### src/rtl/sync_upcount_ctl.sv
// sync_upcount_ctl
//   Programmable-limit up counter with a small run/stop FSM (IDLE, RUN, DONE).
//   Counts from 0 or a loaded value up to `limit`. At limit it either wraps
//   to 0 (free-run) or parks in DONE (one-shot). A registered one-cycle
//   terminal-count pulse follows every edge that counted at q == limit.
//
//   Optional feature macro: UPCOUNT_OVF_STICKY_EN
//     defined   : ovf is a sticky flag set with every tc and cleared only by
//                 clr or reset
//     undefined : ovf is tied low and no flop is built
//
// Ports
//   clk       in   1      clock, rising edge
//   reset     in   1      asynchronous reset, active low
//   en        in   1      count enable / start request
//   clr       in   1      synchronous clear (highest priority)
//   load      in   1      synchronous load of load_val
//   load_val  in   WIDTH  value loaded into q
//   limit     in   WIDTH  terminal value, sampled every cycle
//   oneshot   in   1      1 = stop at limit, 0 = wrap to 0
//   q         out  WIDTH  current count
//   tc        out  1      terminal-count pulse
//   busy      out  1      high while the FSM is in RUN
//   ovf       out  1      sticky terminal-count flag
module sync_upcount_ctl #(
    parameter int unsigned WIDTH = 4
) (
    input  logic             clk,
    input  logic             reset,
    input  logic             en,
    input  logic             clr,
    input  logic             load,
    input  logic [WIDTH-1:0] load_val,
    input  logic [WIDTH-1:0] limit,
    input  logic             oneshot,
    output logic [WIDTH-1:0] q,
    output logic             tc,
    output logic             busy,
    output logic             ovf
);

    typedef enum logic [1:0] {
        IDLE = 2'd0,
        RUN  = 2'd1,
        DONE = 2'd2
    } state_e;

    state_e           state_q, state_d;
    logic [WIDTH-1:0] q_q, q_d;
    logic             tc_q, tc_d;

    always_ff @(posedge clk or negedge reset) begin
        if (!reset) begin
            state_q <= IDLE;
            q_q     <= '0;
            tc_q    <= 1'b0;
        end else begin
            state_q <= state_d;
            q_q     <= q_d;
            tc_q    <= tc_d;
        end
    end

    // Priority: clr > load > FSM-driven counting.
    always_comb begin
        state_d = state_q;
        q_d     = q_q;
        tc_d    = 1'b0;
        if (clr) begin
            state_d = IDLE;
            q_d     = '0;
        end else if (load) begin
            q_d = load_val;
            if (state_q == DONE) begin
                state_d = IDLE;
            end
        end else begin
            case (state_q)
                IDLE: begin
                    // Entering RUN does not count; first increment is the next enabled edge.
                    if (en) begin
                        state_d = RUN;
                    end
                end
                RUN: begin
                    if (en) begin
                        if (q_q == limit) begin
                            tc_d = 1'b1;
                            if (oneshot) begin
                                state_d = DONE;
                            end else begin
                                q_d = '0;
                            end
                        end else begin
                            // Values above limit simply roll through 2^WIDTH-1 -> 0.
                            q_d = q_q + 1'b1;
                        end
                    end
                end
                DONE: begin
                end
                default: begin
                    state_d = IDLE;
                end
            endcase
        end
    end

    assign q    = q_q;
    assign tc   = tc_q;
    assign busy = (state_q == RUN);

`ifdef UPCOUNT_OVF_STICKY_EN
    logic ovf_q, ovf_d;

    always_ff @(posedge clk or negedge reset) begin
        if (!reset) begin
            ovf_q <= 1'b0;
        end else begin
            ovf_q <= ovf_d;
        end
    end

    always_comb begin
        ovf_d = ovf_q;
        if (clr) begin
            ovf_d = 1'b0;
        end else if (tc_d) begin
            ovf_d = 1'b1;
        end
    end

    assign ovf = ovf_q;
`else
    assign ovf = 1'b0;
`endif

endmodule

### config.mk
export PLATFORM = sky130hd
export DESIGN_NAME = sync_upcount_ctl
export DESIGN_NICKNAME = d
export VERILOG_FILES = /design/src/rtl/sync_upcount_ctl.sv
export SDC_FILE = /design/constraint.sdc
export NUM_CORES = 1
export LEC_CHECK = 0
export ABC_CLOCK_PERIOD_IN_PS = 3900
export BUFFER_PORTS_ARGS = -buffer_cell sky130_fd_sc_hd__buf_2
export CORE_MARGIN = 2
export CORE_UTILIZATION = 35
export DETAILED_ROUTE_END_ITERATION = 10
export SLEW_MARGIN = 20
export SYNTH_ARGS = -nofsm -noshare
export SYNTH_HDL_FRONTEND = slang
export SYNTH_SLANG_ARGS = --single-unit
### constraint.sdc
create_clock -name clk -period 3.9 [get_ports clk]
set_clock_uncertainty 0.1 [all_clocks]
set_input_delay 0.195 -clock clk [delete_from_list [all_inputs] [get_ports clk]]
set_output_delay 0.195 -clock clk [all_outputs]
set_load 0.01 [all_outputs]
# Word-level counts from Yosys, hierarchy flattened
# Index checks and enable logic that the tools add are counted.
dict set report op_classes {
  eq_ne 10
  mux 19
  addsub 1
  n_reduce_logical 5
}
# op n
set ops {}
lappend ops {{$mux 4} 6}
lappend ops {{$ne 4x4->1 const B} 4}
lappend ops {{$mux 2} 7}
lappend ops {{$pmux 2 s3} 1}
lappend ops {{$reduce_and 6->1} 1}
lappend ops {{$reduce_bool 3->1} 2}
lappend ops {{$mux 1} 5}
lappend ops {{$add 4x1->4 const B} 1}
lappend ops {{$eq 4x4->1} 1}
lappend ops {{$ne 4x3->1 const B} 1}
lappend ops {{$ne 3x2->1 const B} 1}
lappend ops {{$ne 3x3->1 const B} 1}
lappend ops {{$reduce_and 3->1} 1}
lappend ops {{$eq 2x1->1 const B} 1}
lappend ops {{$eq 2x2->1 const B} 1}
lappend ops {{$logic_not 2->1} 1}
dict set report word_totals {
  input_bits 14
  word_cells 38
  out_inout_bits 7
  register_bits 7
}

# Logic depth before layout (Yosys ltp)
# Gate-level depths: netlist (run 1).
dict set report logic_depth {
  depth_word 6
  mapped_depth 4
  depth_no_buf 4
}

# Least setup slack after synthesis (run 1)
# Ideal clock, no wire load.
dict set report synth_timing {
  path_kind {flip-flop to flip-flop}
  from {register q_q[3], in the netlist q[3]}
  to {register q_q[1], in the netlist q[1]}
  path_buffers 0
  setup_time_ns 0.125
  path_slack_ns 2.348
  path_stages_with_launch 5
  arrival_ns 1.327
  cell_sequence {dfrtp_1 -> xnor2_1 -> and4_4 -> a31oi_4 -> mux2_4}
}
dict set report synth_between {
  elab_chain_len 6
}
# item line
set synth_rtl {}
lappend synth_rtl {{start: declaration} 49} ;# logic [WIDTH-1:0] q_q, q_d;
lappend synth_rtl {{start signal: assignment} 59} ;# q_q <= q_d;
lappend synth_rtl {{$eq 4x4->1 (*)} 87} ;# if (q_q == limit) begin
lappend synth_rtl {{$mux 4} 87}
lappend synth_rtl {{$mux 4} 86} ;# if (en) begin
lappend synth_rtl {{$mux 4} 78} ;# case (state_q)
lappend synth_rtl {{$mux 4} 72} ;# end else if (load) begin
lappend synth_rtl {{$mux 4} 69} ;# if (clr) begin
# Mark *: on every way between the ends. The rest lies on a longest branch, timed or not. The select of a mux whose other input is x is not followed.
# A chain may end at the register's enable or synchronous reset.

# Final worst setup path (run 1)
dict set report layout_timing {
  from {register q_q[2], in the netlist q[2]}
  to {register q_q[3], in the netlist q[3]}
}
dict set report layout_between {
  elab_chain_len 6
}
# item line
set layout_rtl {}
lappend layout_rtl {{$add 4x1->4 / $eq 4x4->1 (equally long branches)} {96, 87}}
lappend layout_rtl {{$mux 4} 87}
lappend layout_rtl {{$mux 4} 86}
lappend layout_rtl {{$mux 4} 78}
lappend layout_rtl {{$mux 4} 72}
lappend layout_rtl {{$mux 4} 69}
# Parallel ways exist; a longest one is shown, timed or not. The select of a mux whose other input is x is not followed.

==> run summary, run 1 <==
Gate power share: 26.3%
final WL: 1.10 mm
synthesized area: 502 um2
placed insts: 81
Detailed Place HPWL: 857 um
initial antenna violation count: 0
max_cap viols: 0
fin cells: 86
timing-limited maximum frequency: 617 MHz
PwrDens: 324 nW/um2
TritonCTS clock tree: done
DRC viols: 0
Clock Tree Buf Depth: 2
Setup-failing EPs final: 0
CTS sink cnt: 7
FP Rows: 13
commonest non-fill, non-tap cell in the layout: buf_2
HP Class: in -> reg
Via density: 5.33
top cell family by delay on the critical path: flip-flops
I/O pin total: 21
sequential cell fraction of total power: 41.3%
Yosys cell types: 27
utilization after layout: 48.9%
Seq/Total Area, Yosys: 34.9%
cts repair resizes: 0
Critical Path Max Stage Delay: 0.42 ns
H-tree depth: 1
post-CTS setup buffers: 0
Worst Path Buf+Inv: 0
chip width: 41.9 um
placed cell area: 608 um2
Synth Area per Inst: 10.5 um2
Initial Util: 38.1%
routability congestion estimate: 0.684
Synth Register Bits: 7
startpoint types: flip-flop
PortBufs: 19
NumNets Final: 87
Die Height: 41.9 um
largest net degree at the start of global routing: 8
syn_nets: 63
Fill cells: 130
initial DRC count: 5
Area growth syn-to-layout: 28.4%
Worst-Skew Late Latency: 0.25 ns
CP max stage cell: dfrtp_1
Num CTS Buffers: 3
setup TNS: 0 ns
hold slack final: 0.0640 ns
Mapped Cells: 48
Root Driver: clkbuf_4
clock power share: 32.4%
Fin. Hold Viols: 0
Vias: 458
Pre-Repair DR Iteration Count: 4
CTS clk-pin slew, worst paths: 0.06 ns
Peak VDD IR: 0.000168 V
Final Worst Setup Slack: 2.28 ns
number of global-route vias before repair: 399
Finished Cell Area: 644 um2
P_int: 0.145 mW
Place WS: 2.29 ns
PnR Total Power: 0.209 mW
Switching Fraction: 30.4%
remaining antenna violation count: 0
Pins Over Slew Limit: 0
Antenna Cells: 0
Final min period: 1.62 ns
Setup CP Type: reg -> reg
CTS Hold Bufs: 1
drt wl/cell: 12.7 um
Core Footprint: 1320 um2
GRT Overall Usage: 12.9%
Leak: 0.312 nW
commonest non-fill, non-tap cells in the layout: buf_2 (19), dfrtp_1 (7), xnor2_1 (5)
Tcrit/Tclk final: 41.6%
worst-path maximum fanout: 6
layout cell share with drive strength beyond 1: 40.8%
CP required: 3.93 ns
grt total ovfl: 0
internal reg-to-reg setup slack: 2.28 ns
crit path DAT: 1.66 ns
RSZ-0062 raised after global routing: false
status: finished clean
Die Footprint: 1750 um2
synth warn: 0
worst path cell trace: xnor2_1 -> and4_4 -> a31oi_4 -> mux2_4
measured slew at the worst slew-check pin: 0.570 ns
first-pass GRT wire length: 1.72 mm
CP Capture Type: flip-flop
relative slew slack: 61.9%
P_sw: 0.0634 mW
-- per-layer routing --
metal  share of wire, %  global-route usage [%]  vias to the layer above
li1                   -                       -                      232
met1                 45                    15.8                      212
met2                 47                    19.7                       12
met3                6.8                    3.91                        2
met4               0.73                    7.74                        0
met5                  0                       0                        -
-- Yosys cell counts --
cell / number / area [um2]
a211oi_2: 1 / 12.5
a21oi_1: 2 / 10.0
a221oi_1: 1 / 8.76
a31oi_4: 1 / 21.3
a32o_1: 3 / 30.0
a32oi_1: 1 / 8.76
a41o_1: 1 / 10.0
and2_1: 1 / 6.26
and3_2: 1 / 7.51
and3b_1: 1 / 8.76
and4_4: 1 / 11.3
buf_4: 1 / 7.51
conb_1: 1 / 3.75
dfrtp_1: 7 / 175
ha_1: 1 / 12.5
inv_1: 3 / 11.3
mux2_4: 2 / 30.0
mux2i_1: 1 / 10.0
nand2_1: 2 / 7.51
nand3_1: 3 / 15.0
nand3b_1: 2 / 15.0
nand4_1: 1 / 6.26
nor2_1: 2 / 7.51
nor2b_1: 1 / 6.26
nor3_2: 1 / 10.0
o21ai_0: 1 / 5.00
xnor2_1: 5 / 43.8
-- power groups by stage --
stage	sequential, mW	clock [mW]	combinational (mW)
floorplan	0.0885	0	0.0329
global placement	0.0878	0	0.0547
detailed placement	0.0877	0	0.0546
CTS	0.0864	0.0700	0.0556
global route	0.0878	0.0724	0.0608
finish	0.0863	0.0676	0.0550
-- state kept, by name, indices dropped and copies added (netlist names) --
signal / flops
q: 4
state_q: 2
tc: 1
-- kinds of logic after synthesis --
| logic type | after synthesis | synth area share (%) |
|---|---|---|
| other | 1 | 0.747 |
| AOI/OAI and AO/OA | 11 | 21.2 |
| DFF | 7 | 34.9 |
| and+or+nand+nor | 16 | 20.2 |
| muxes | 3 | 7.98 |
| adders and majority gates | 1 | 2.49 |
| buffers and inverters | 4 | 3.74 |
| xor gates and xnor gates | 5 | 8.73 |
-- cell type report --
| cell class | count | area, um2 | area share [%] |
|---|---|---|---|
| multi-input combinational | 37 | 308 | 47.8 |
| sequential | 7 | 175 | 27.2 |
| timing repair buffer | 20 | 105 | 16.3 |
| clock buffer | 4 | 26.3 | 4.08 |
| tap | 15 | 18.8 | 2.91 |
| inverter | 3 | 11.3 | 1.75 |
-- final timing paths --
| kind | startpoint | endpoint | cells after the start |
|---|---|---|---|
| setup / recovery | q[2]$_DFFE_PN0P_ | q[3]$_DFFE_PN0P_ | 4 |
| hold / removal | clr | state_q[0]$_DFFE_PN0P_ | 2 |
| setup reg to reg | q[2]$_DFFE_PN0P_ | q[3]$_DFFE_PN0P_ | 4 |
| hold reg to reg | state_q[0]$_DFFE_PN0P_ | state_q[1]$_DFFE_PN0P_ | 2 |
| max in group asynchronous | reset | state_q[1]$_DFFE_PN0P_ | 2 |
| min in group asynchronous | reset | q[1]$_DFFE_PN0P_ | 2 |
Power figures use the tool's default switching activity.
==> run 2: changes to the inputs <==
--- a/config.mk
+++ b/config.mk
@@ -5,7 +5,7 @@
 export SDC_FILE = /design/constraint.sdc
 export NUM_CORES = 1
 export LEC_CHECK = 0
-export ABC_CLOCK_PERIOD_IN_PS = 3900
+export ABC_CLOCK_PERIOD_IN_PS = 1400
 export BUFFER_PORTS_ARGS = -buffer_cell sky130_fd_sc_hd__buf_2
 export CORE_MARGIN = 2
 export CORE_UTILIZATION = 35
==> constraint.sdc (replaced) <==
create_clock -name clk -period 1.4 [get_ports clk]
set_clock_uncertainty 0.1 [all_clocks]
set_input_delay 0.07 -clock clk [delete_from_list [all_inputs] [get_ports clk]]
set_output_delay 0.07 -clock clk [all_outputs]
set_load 0.01 [all_outputs]
==> run summary, run 2 (same netlist as run 1, synthesis figures left out) <==
I/O pin total: 21
failing checks: setup timing
Critical Path Max Stage Delay: 0.45 ns
Worst-Skew Late Latency: 0.25 ns
PortBufs: 19
layout cell share with drive strength beyond 1: 55.4%
CTS clk-pin slew, worst paths: 0.06 ns
Pins Over Slew Limit: 0
Die Height: 41.9 um
DRC viols: 0
PwrDens: 844 nW/um2
NumNets Final: 99
initial antenna violation count: 0
crit path DAT: 1.58 ns
routability congestion estimate: 0.878
clock power share: 29.0%
final WL: 1.36 mm
grt total ovfl: 0
Die Footprint: 1750 um2
number of global-route vias before repair: 487
Antenna Cells: 0
Gate power share: 34.2%
fin cells: 98
RSZ-0062 raised after global routing: true
number of flip-flops in the largest register: 4
Initial Util: 38.1%
Worst Path Buf+Inv: 0
initial DRC count: 16
Via density: 5.21
Fin. Hold Viols: 0
Leak: 0.385 nW
P_sw: 0.199 mW
sequential cell fraction of total power: 36.8%
CP max stage cell: dfrtp_2
Final min period: 1.54 ns
worst path cell trace: xnor2_2 -> and4_4 -> a31oi_4 -> mux2_4
top cell family by delay on the critical path: flip-flops
storage element area: 178 um2
Pre-Repair DR Iteration Count: 4
P_int: 0.453 mW
Tcrit/Tclk final: 110%
Setup CP Type: reg -> reg
Switching Fraction: 30.5%
placed cell area: 693 um2
Fill cells: 121
GRT Overall Usage: 17.6%
Clock Tree Buf Depth: 2
Detailed Place HPWL: 1.02 mm
Finished Cell Area: 772 um2
Num CTS Buffers: 3
drt wl/cell: 13.9 um
PnR Total Power: 0.652 mW
first-pass GRT wire length: 2.31 mm
Final Worst Setup Slack: -0.143 ns
Area growth syn-to-layout: 53.9%
worst-path maximum fanout: 6
Root Driver: clkbuf_4
commonest non-fill, non-tap cells in the layout: buf_2 (19), buf_4 (10), dfrtp_1 (5)
Setup-failing EPs final: 5
startpoint types: flip-flop
Peak VDD IR: 0.000395 V
CP Capture Type: flip-flop
remaining antenna violation count: 0
TritonCTS clock tree: done
Vias: 511
FP Rows: 13
hold slack final: 0.00109 ns
chip width: 41.9 um
max_cap viols: 0
timing-limited maximum frequency: 648 MHz
Core Footprint: 1320 um2
multi-input logic area: 337 um2
status: finished with violations
CP required: 1.43 ns
commonest non-fill, non-tap cell in the layout: buf_2
placed insts: 92
CTS sink cnt: 7
H-tree depth: 1
HP Class: in -> reg
largest net degree at the start of global routing: 8
-- run 2: cell count changes in the layout (fill, tap and decap cells not counted), moves of 2 or more --
cell and delta:
xnor2_2 +3, xnor2_1 -3, dfrtp_1 -2, dfrtp_2 +2, buf_4 +10
-- run 2: per-layer routing --
metal,vias to the layer above,routed length (um),GRT usage (%)
met5,-,0,0
met1,241,663,24.7
li1,252,-,-
met2,16,629,26.3
met3,2,59,3.04
met4,0,8,7.74
-- run 2: power groups by stage --
stage / Sequential (mW) / Combinational [mW] / Clock, mW
2_1_floorplan: 0.248 / 0.0918 / 0
3_3_place_gp: 0.237 / 0.201 / 0
3_5_place_dp: 0.239 / 0.203 / 0
4_1_cts: 0.239 / 0.222 / 0.196
5_1_grt: 0.242 / 0.241 / 0.204
6_report: 0.240 / 0.223 / 0.189
-- run 2: final cells by class --
| cell class | count | share of cell area, % |
|---|---|---|
| Multi-Input combinational cell | 37 | 43.6 |
| Timing Repair Buffer | 32 | 26.1 |
| Sequential cell | 7 | 23.0 |
| Clock buffer | 4 | 3.40 |
| Tap cell | 15 | 2.43 |
| Inverter | 3 | 1.46 |
-- run 2: metrics by stage --
step / setup slack, ns / util, % / setup TNS, ns
2_1_floorplan: -0.136 / - / -0.336
3_3_place_gp: -0.197 / 52.6 / -0.696
3_5_place_dp: -0.179 / 52.6 / -0.740
4_1_cts: -0.129 / 58.6 / -0.433
5_1_grt: -0.195 / 58.6 / -0.866
6_report: -0.143 / 58.6 / -0.485
-- run 2: repair_timing --
action                                 CTS  global route
setup endpoints to repair                6             6
buffers inserted                         0             0
endpoints found under the hold margin    9             0
hold buffers                             2             0
pin swaps                                4             2
resized for setup                        5             0
-- run 2: path summary, 6_finish.rpt --
path                                   startpoint                endpoint  slack, ns  depth (start not counted)
min in group asynchronous                   reset  state_q[0]$_DFFE_PN0P_       0.07                          2
max in group asynchronous                   reset        q[0]$_DFFE_PN0P_       0.95                          2
min                                          load  state_q[1]$_DFFE_PN0P_      0.001                          2
min reg2reg                state_q[1]$_DFFE_PN0P_  state_q[0]$_DFFE_PN0P_       0.57                          3
max reg2reg                      q[0]$_DFFE_PN0P_        q[3]$_DFFE_PN0P_      -0.14                          4
max                              q[0]$_DFFE_PN0P_        q[3]$_DFFE_PN0P_      -0.14                          4
